`config.mk`:
```
export PLATFORM = sky130hd
export DESIGN_NAME = multicycle_sequencer
export DESIGN_NICKNAME = d
export VERILOG_FILES = /design/src/rtl/core_pkg.sv /design/src/rtl/ack_watchdog.sv /design/src/rtl/multicycle_sequencer.sv
export SDC_FILE = /design/constraint.sdc
export NUM_CORES = 1
export LEC_CHECK = 0
export BUFFER_PORTS_ARGS = -buffer_cell sky130_fd_sc_hd__buf_2
export CAP_MARGIN = 15
export CORE_MARGIN = 2
export CORE_UTILIZATION = 43
export DETAILED_ROUTE_END_ITERATION = 16
export PLACE_DENSITY = 0.87
export SLEW_MARGIN = 40
export SYNTH_ARGS = -nofsm -noshare
export SYNTH_HDL_FRONTEND = slang
export SYNTH_HIERARCHICAL = 1
export SYNTH_SLANG_ARGS = --single-unit
```
`constraint.sdc`:
```
create_clock -name clk_i -period 2.4 [get_ports clk_i]
set_input_delay 0.12 -clock clk_i [delete_from_list [all_inputs] [get_ports clk_i]]
set_output_delay 0.12 -clock clk_i [all_outputs]
set_load 0.02 [all_outputs]
```
`src/rtl/core_pkg.sv`:
```
// Shared types and constants for the multi-cycle RV32I control path.
// Latency: none (declarations only).
// Backpressure: none (declarations only).
package core_pkg;

    typedef enum logic [2:0] {
        BOOT,
        FETCH,
        DECODE,
        EXECUTE,
        MEM,
        WRITEBACK,
        HALT
    } state_t;

    localparam logic [1:0] CAUSE_NONE     = 2'd0;
    localparam logic [1:0] CAUSE_ILLEGAL  = 2'd1;
    localparam logic [1:0] CAUSE_TIMEOUT  = 2'd2;
    localparam logic [1:0] CAUSE_MISALIGN = 2'd3;

    localparam logic [31:0] INSTR_BYTES = 32'd4;

endpackage

```
`src/rtl/ack_watchdog.sv`:
```
// Counts consecutive wait cycles without ack and flags the final unanswered one.
// Latency: expired is combinational from the count and the current ack.
// Backpressure: none; an ack on the limit cycle suppresses expired.
module ack_watchdog #(
    parameter int TIMEOUT = 16
) (
    input  logic clk_i,
    input  logic rst_n_i,
    input  logic clear,
    input  logic waiting,
    input  logic ack,
    output logic expired
);

    localparam int CW = (TIMEOUT > 2) ? $clog2(TIMEOUT) : 1;
    localparam logic [CW-1:0] LIMIT = CW'(TIMEOUT - 1);

    logic [CW-1:0] cnt;

    // cnt equals the number of wait cycles already spent before this one
    assign expired = waiting && !ack && (cnt == LIMIT);

    always_ff @(posedge clk_i) begin
        if (!rst_n_i) begin
            cnt <= '0;
        end else if (clear) begin
            cnt <= '0;
        end else if (waiting && !ack && !expired) begin
            cnt <= cnt + CW'(1);
        end
    end

endmodule

```
`src/rtl/multicycle_sequencer.sv`:
```
// Multi-cycle RV32I control FSM: owns PC and IR, sequences fetch/decode/execute/mem/writeback.
// Latency: 4 cycles per ALU/branch instruction, 5 for load/store, plus one per ack wait cycle.
// Backpressure: imem/dmem req held until ack; watchdog halts the core if an ack never arrives.
module multicycle_sequencer
    import core_pkg::*;
#(
    parameter logic [31:0] RESET_PC = 32'h0000_0000,
    parameter int          TIMEOUT  = 16
) (
    input  logic        clk_i,
    input  logic        rst_n_i,
    output logic        imem_req_o,
    output logic [31:0] imem_addr_o,
    input  logic        imem_ack_i,
    input  logic [31:0] imem_rdata_i,
    output logic [31:0] instr_o,
    input  logic        dec_illegal_i,
    input  logic        dec_mem_rd_i,
    input  logic        dec_mem_wr_i,
    input  logic        dec_reg_wr_i,
    input  logic        dec_jump_i,
    input  logic        br_taken_i,
    input  logic [31:0] target_i,
    output logic [31:0] pc_o,
    output logic        dmem_req_o,
    output logic        dmem_we_o,
    input  logic        dmem_ack_i,
    output logic        alu_en_o,
    output logic        rf_wr_en_o,
    output logic        retire_o,
    output logic        halted_o,
    output logic [1:0]  halt_cause_o
);

    state_t      state_q, state_n;
    logic [31:0] pc_q, pc_n;
    logic [31:0] instr_q, instr_n;
    logic [1:0]  cause_q, cause_n;

    logic wd_clear, wd_waiting, wd_ack, wd_expired;
    logic redirect;

    // Watchdog controls derive from the registered state only, keeping the
    // expired -> next-state path free of combinational loops.
    assign wd_waiting = (state_q == FETCH) || (state_q == MEM);
    assign wd_ack     = (state_q == FETCH) ? imem_ack_i : dmem_ack_i;
    assign wd_clear   = (state_n != state_q) && ((state_n == FETCH) || (state_n == MEM));
    assign redirect   = dec_jump_i || br_taken_i;

    ack_watchdog #(
        .TIMEOUT (TIMEOUT)
    ) u_watchdog (
        .clk_i   (clk_i),
        .rst_n_i (rst_n_i),
        .clear   (wd_clear),
        .waiting (wd_waiting),
        .ack     (wd_ack),
        .expired (wd_expired)
    );

    always_ff @(posedge clk_i) begin
        if (!rst_n_i) begin
            state_q <= BOOT;
            pc_q    <= RESET_PC;
            instr_q <= '0;
            cause_q <= CAUSE_NONE;
        end else begin
            state_q <= state_n;
            pc_q    <= pc_n;
            instr_q <= instr_n;
            cause_q <= cause_n;
        end
    end

    always_comb begin
        state_n    = state_q;
        pc_n       = pc_q;
        instr_n    = instr_q;
        cause_n    = cause_q;
        imem_req_o = 1'b0;
        dmem_req_o = 1'b0;
        dmem_we_o  = 1'b0;
        alu_en_o   = 1'b0;
        rf_wr_en_o = 1'b0;
        retire_o   = 1'b0;

        case (state_q)
            BOOT: begin
                state_n = FETCH;
            end
            FETCH: begin
                imem_req_o = 1'b1;
                if (imem_ack_i) begin
                    instr_n = imem_rdata_i;
                    state_n = DECODE;
                end else if (wd_expired) begin
                    cause_n = CAUSE_TIMEOUT;
                    state_n = HALT;
                end
            end
            DECODE: begin
                if (dec_illegal_i) begin
                    cause_n = CAUSE_ILLEGAL;
                    state_n = HALT;
                end else begin
                    state_n = EXECUTE;
                end
            end
            EXECUTE: begin
                alu_en_o = 1'b1;
                state_n  = (dec_mem_rd_i || dec_mem_wr_i) ? MEM : WRITEBACK;
            end
            MEM: begin
                dmem_req_o = 1'b1;
                dmem_we_o  = dec_mem_wr_i;
                if (dmem_ack_i) begin
                    state_n = WRITEBACK;
                end else if (wd_expired) begin
                    cause_n = CAUSE_TIMEOUT;
                    state_n = HALT;
                end
            end
            WRITEBACK: begin
                // A misaligned redirect must not commit any architectural state
                if (redirect && (target_i[1:0] != 2'b00)) begin
                    cause_n = CAUSE_MISALIGN;
                    state_n = HALT;
                end else begin
                    rf_wr_en_o = dec_reg_wr_i;
                    retire_o   = 1'b1;
                    pc_n       = redirect ? target_i : (pc_q + INSTR_BYTES);
                    state_n    = FETCH;
                end
            end
            HALT: begin
                state_n = HALT;
            end
            default: begin
                state_n = HALT;
            end
        endcase
    end

    assign imem_addr_o  = pc_q;
    assign pc_o         = pc_q;
    assign instr_o      = instr_q;
    assign halted_o     = (state_q == HALT);
    assign halt_cause_o = cause_q;

endmodule

```
==> impl_metrics.ini <==
[outcome]
status = finished, final reports clean

[critical_path]
cp_max_fo = 5
cp.required_ns = 2.66
r2r_slack_ns = 0.12
end_kind = flop
crit_type = flop to flop
cp.arrival_ns = 2.54
path_buf_inv = 0
critPathTopFamily = simple AND/OR/NAND/NOR gates
rr_endpoint = u_watchdog/cnt[3]
crit_slowest_cell = dfxtp_1
slowest_delay_ns = 0.34
r2r-start = state_q[1]
worstSetupStartpointType = flop
crit_top_cell = nand2b_4
ff2ff_path_depth = 13
path_cells = nand2b_4 -> nor2_4 -> nand2_2 -> o21ai_1 -> and2b_2 -> and4_4 -> nor2_1 -> o21ai_0 -> o21a_1 -> nand3b_1 -> a21oi_2 -> nand2b_4 -> a211oi_1

[detailed_routing]
drc = 0
firstDrtPassIters = 5
viasPerCell = 5.63
drt-wirelength-per-cell_um = 16.1
drtIter0Drc = 245
drtAntennaViolNets = 0
finalWirelength_mm = 13.0
num_vias = 4548

[clock_network]
cts.sinks = 73
clkTransAtPathRegs_ns = 0.08
clk_latency_ns = 0.36
cts_max_level = 3
cts_inserted_buffers = 9
cts-root-buf = clkbuf_8
cts_buffer_depth = 2
cts_tree = built

[logic_synthesis]
yosysTopAreaCellShare_pct = 36.5
synth-seq-cells = 73
synth_cells = 528
synth_area_leader_cell = dfxtp_1
synth_warnings = 6
postSynthAreaPerCell_um2 = 7.58
ys_seq_area_share_pct = 36.5
synth_edf_count = 0
synth.most_common_cell = nand2_1
ys_top_cells_by_area = dfxtp_1 37%, nand2_1 9.7%, a21oi_1 7.1%
async_reset_ff_share_pct = 0
synth_fp_nets = 604
ys_top_cells_by_count = 103 x nand2_1, 73 x dfxtp_1, 57 x a21oi_1
synth_area_um2 = 4000
synth-main-ff-cell = dfxtp_1
yosysUniqueCellTypes = 62

[pwr]
ir_worst_vdd_v = 0.000364
p_seq_share_pct = 46.8
power_frac_comb_pct = 20.3
clock_power_share_pct = 33.0
p_sw_mw = 0.906
p_leak_nw = 2.31
switching_share_pct = 32.4
power.density_nw_per_um2 = 537
p_int_mw = 1.89

[global_routing]
grt_pass1_wl_mm = 20.3
grt_remaining_overflow = 0
grt_max_degree = 56
grt_usage_pct = 25.3
grt_pass1_vias = 4205
antenna_found_initial = 0

[min_path]
hold_start = imem_rdata_i[18]
holdPathEnd = instr_o[18]
hp-class = primary input to flop
whs_path_depth = 3

[cells_and_area]
fillers = 826
multi_input_area_um2 = 2140
layout.nets = 768
seqCellArea_um2 = 1470
n_antenna_cell = 0
area_delta_synth_final_pct = 30.2
drive_gt1_share_pct = 34.1

[sta]
fin_crit_sh_pct = 95.0
max_freq_mhz = 439
hold_viol_final = 0
setup_viol = 0
min_period_ns = 2.28
slew_headroom_pct = 60.2
worst_clock_skew_ns = 0.0139
whs_ns = 0.0166
worst_pin_slew_ns = 0.598
setup_slack_ns = 0.120
slew_viol_final = 0
finalSetupTns_ns = 0
rsz0062_at_grt = no

[floorplanning]
rows = 35
die_w_um = 100
chipHeight_um = 100
die_area_um2 = 10100
coreArea_um2 = 9150
initial_utilization_pct = 43.7
pin_count = 179

[placed_design]
numPortBuffers = 178
place_hpwl_mm = 8.86
place_ws_ns = 0.0661
gp_congestion = 0.944

[job]
cap_violations = 0
==> cells by family (layout without fill, tap and decap cells) <==
kind of cell	count (synthesis)	in the layout	synth area share (%)
adders and majority gates	2	2	0.625
muxes	6	6	1.53
DFF	73	73	36.5
buffers and inverters	73	242	11.1
AOI/OAI and AO/OA	139	139	21.7
and+or+nand+nor	235	235	28.5
==> routing by layer <==
layer,vias to the layer above,GRT usage (%),part of all wire (%)
li1,2185,-,-
met1,2091,30.2,40
met2,250,43.6,49
met3,22,6.80,8.6
met4,0,9.27,2.0
met5,-,0,0
==> flip-flops by register name, summed over array words and instances, names as in the netlist <==
register        cells
state_q             3
instr_o            32
imem_addr_o        32
halt_cause_o        2
u_watchdog/cnt      4
==> stage by stage <==
step                area [µm²]  instances  util [%]  power, mW
finish                    5210        808      57.0       2.80
global route              5210        808      57.0       2.92
CTS                       5190        807      56.7       2.80
detailed placement        4790        769      52.3       1.86
global placement          4780        769      52.3       1.84
floorplan                 4050        528         -       1.68
==> power groups by stage <==
stage | Combinational (mW) | Sequential, mW | Clock (mW)
floorplan | 0.289 | 1.39 | 0
global placement | 0.514 | 1.33 | 0
detailed placement | 0.524 | 1.34 | 0
CTS | 0.552 | 1.31 | 0.937
global route | 0.613 | 1.32 | 0.985
finish | 0.567 | 1.31 | 0.922
==> cell type report <==
cell class / instances / share of cell area [%]
Sequential cell: 73 / 28.1
Timing Repair Buffer: 219 / 24.1
Clock buffer: 9 / 2.38
Multi-Input combinational cell: 382 / 41.0
Clock inverter: 7 / 1.13
Tap cell: 111 / 2.66
Inverter: 7 / 0.552
==> placed cells by master, fill, tap and decap left out, types with 4 or more instances in the layout <==
cell | netlist | final
nand2_1 | 103 | 102
a21oi_1 | 57 | 55
dfxtp_1 | 73 | 71
a22oi_1 | 6 | 6
nand3_1 | 19 | 19
o31ai_1 | 4 | 4
clkbuf_8 | 3 | 9
nand3b_1 | 4 | 4
mux2i_1 | 5 | 5
inv_6 | 0 | 4
inv_1 | 5 | 5
and2_1 | 8 | 8
buf_2 | 4 | 178
nand4_1 | 11 | 11
nor3_1 | 18 | 18
nor2_1 | 30 | 29
o21ai_0 | 19 | 18
buf_4 | 34 | 18
or3_1 | 4 | 4
dlygate4sd3_1 | 0 | 23
nand2b_1 | 7 | 5
and3_1 | 9 | 9
a31oi_1 | 12 | 12
o22ai_1 | 5 | 4
==> worst reg2reg max path: cells and delay by family, from the launching register on <==
kind               cells  cell delay [ns]
AOI/OAI and AO/OA      5             0.63
DFF                    1             0.34
and+or+nand+nor        8             1.23
==> worst max path at each step <==
stage                from  slack (ns)  depth (start not counted)                 to
3_3_place_gp   state_q[2]        0.15                         11  u_watchdog/cnt[2]
2_1_floorplan  state_q[1]        0.04                         14  u_watchdog/cnt[3]
3_5_place_dp   state_q[2]        0.07                         11  u_watchdog/cnt[2]
4_1_cts        state_q[2]        0.05                         11  u_watchdog/cnt[3]
6_report       state_q[1]        0.12                         13  u_watchdog/cnt[3]
5_1_grt        state_q[1]       0.004                         13  u_watchdog/cnt[3]
==> what timing repair did <==
item | CTS | global route
hold endpoints to repair | 22 | 1
gates resized for setup | 0 | 4
endpoints found under the setup margin | 0 | 4
hold buffers | 22 | 1
buffers inserted | 0 | 0
Power figures use the tool's default switching activity.
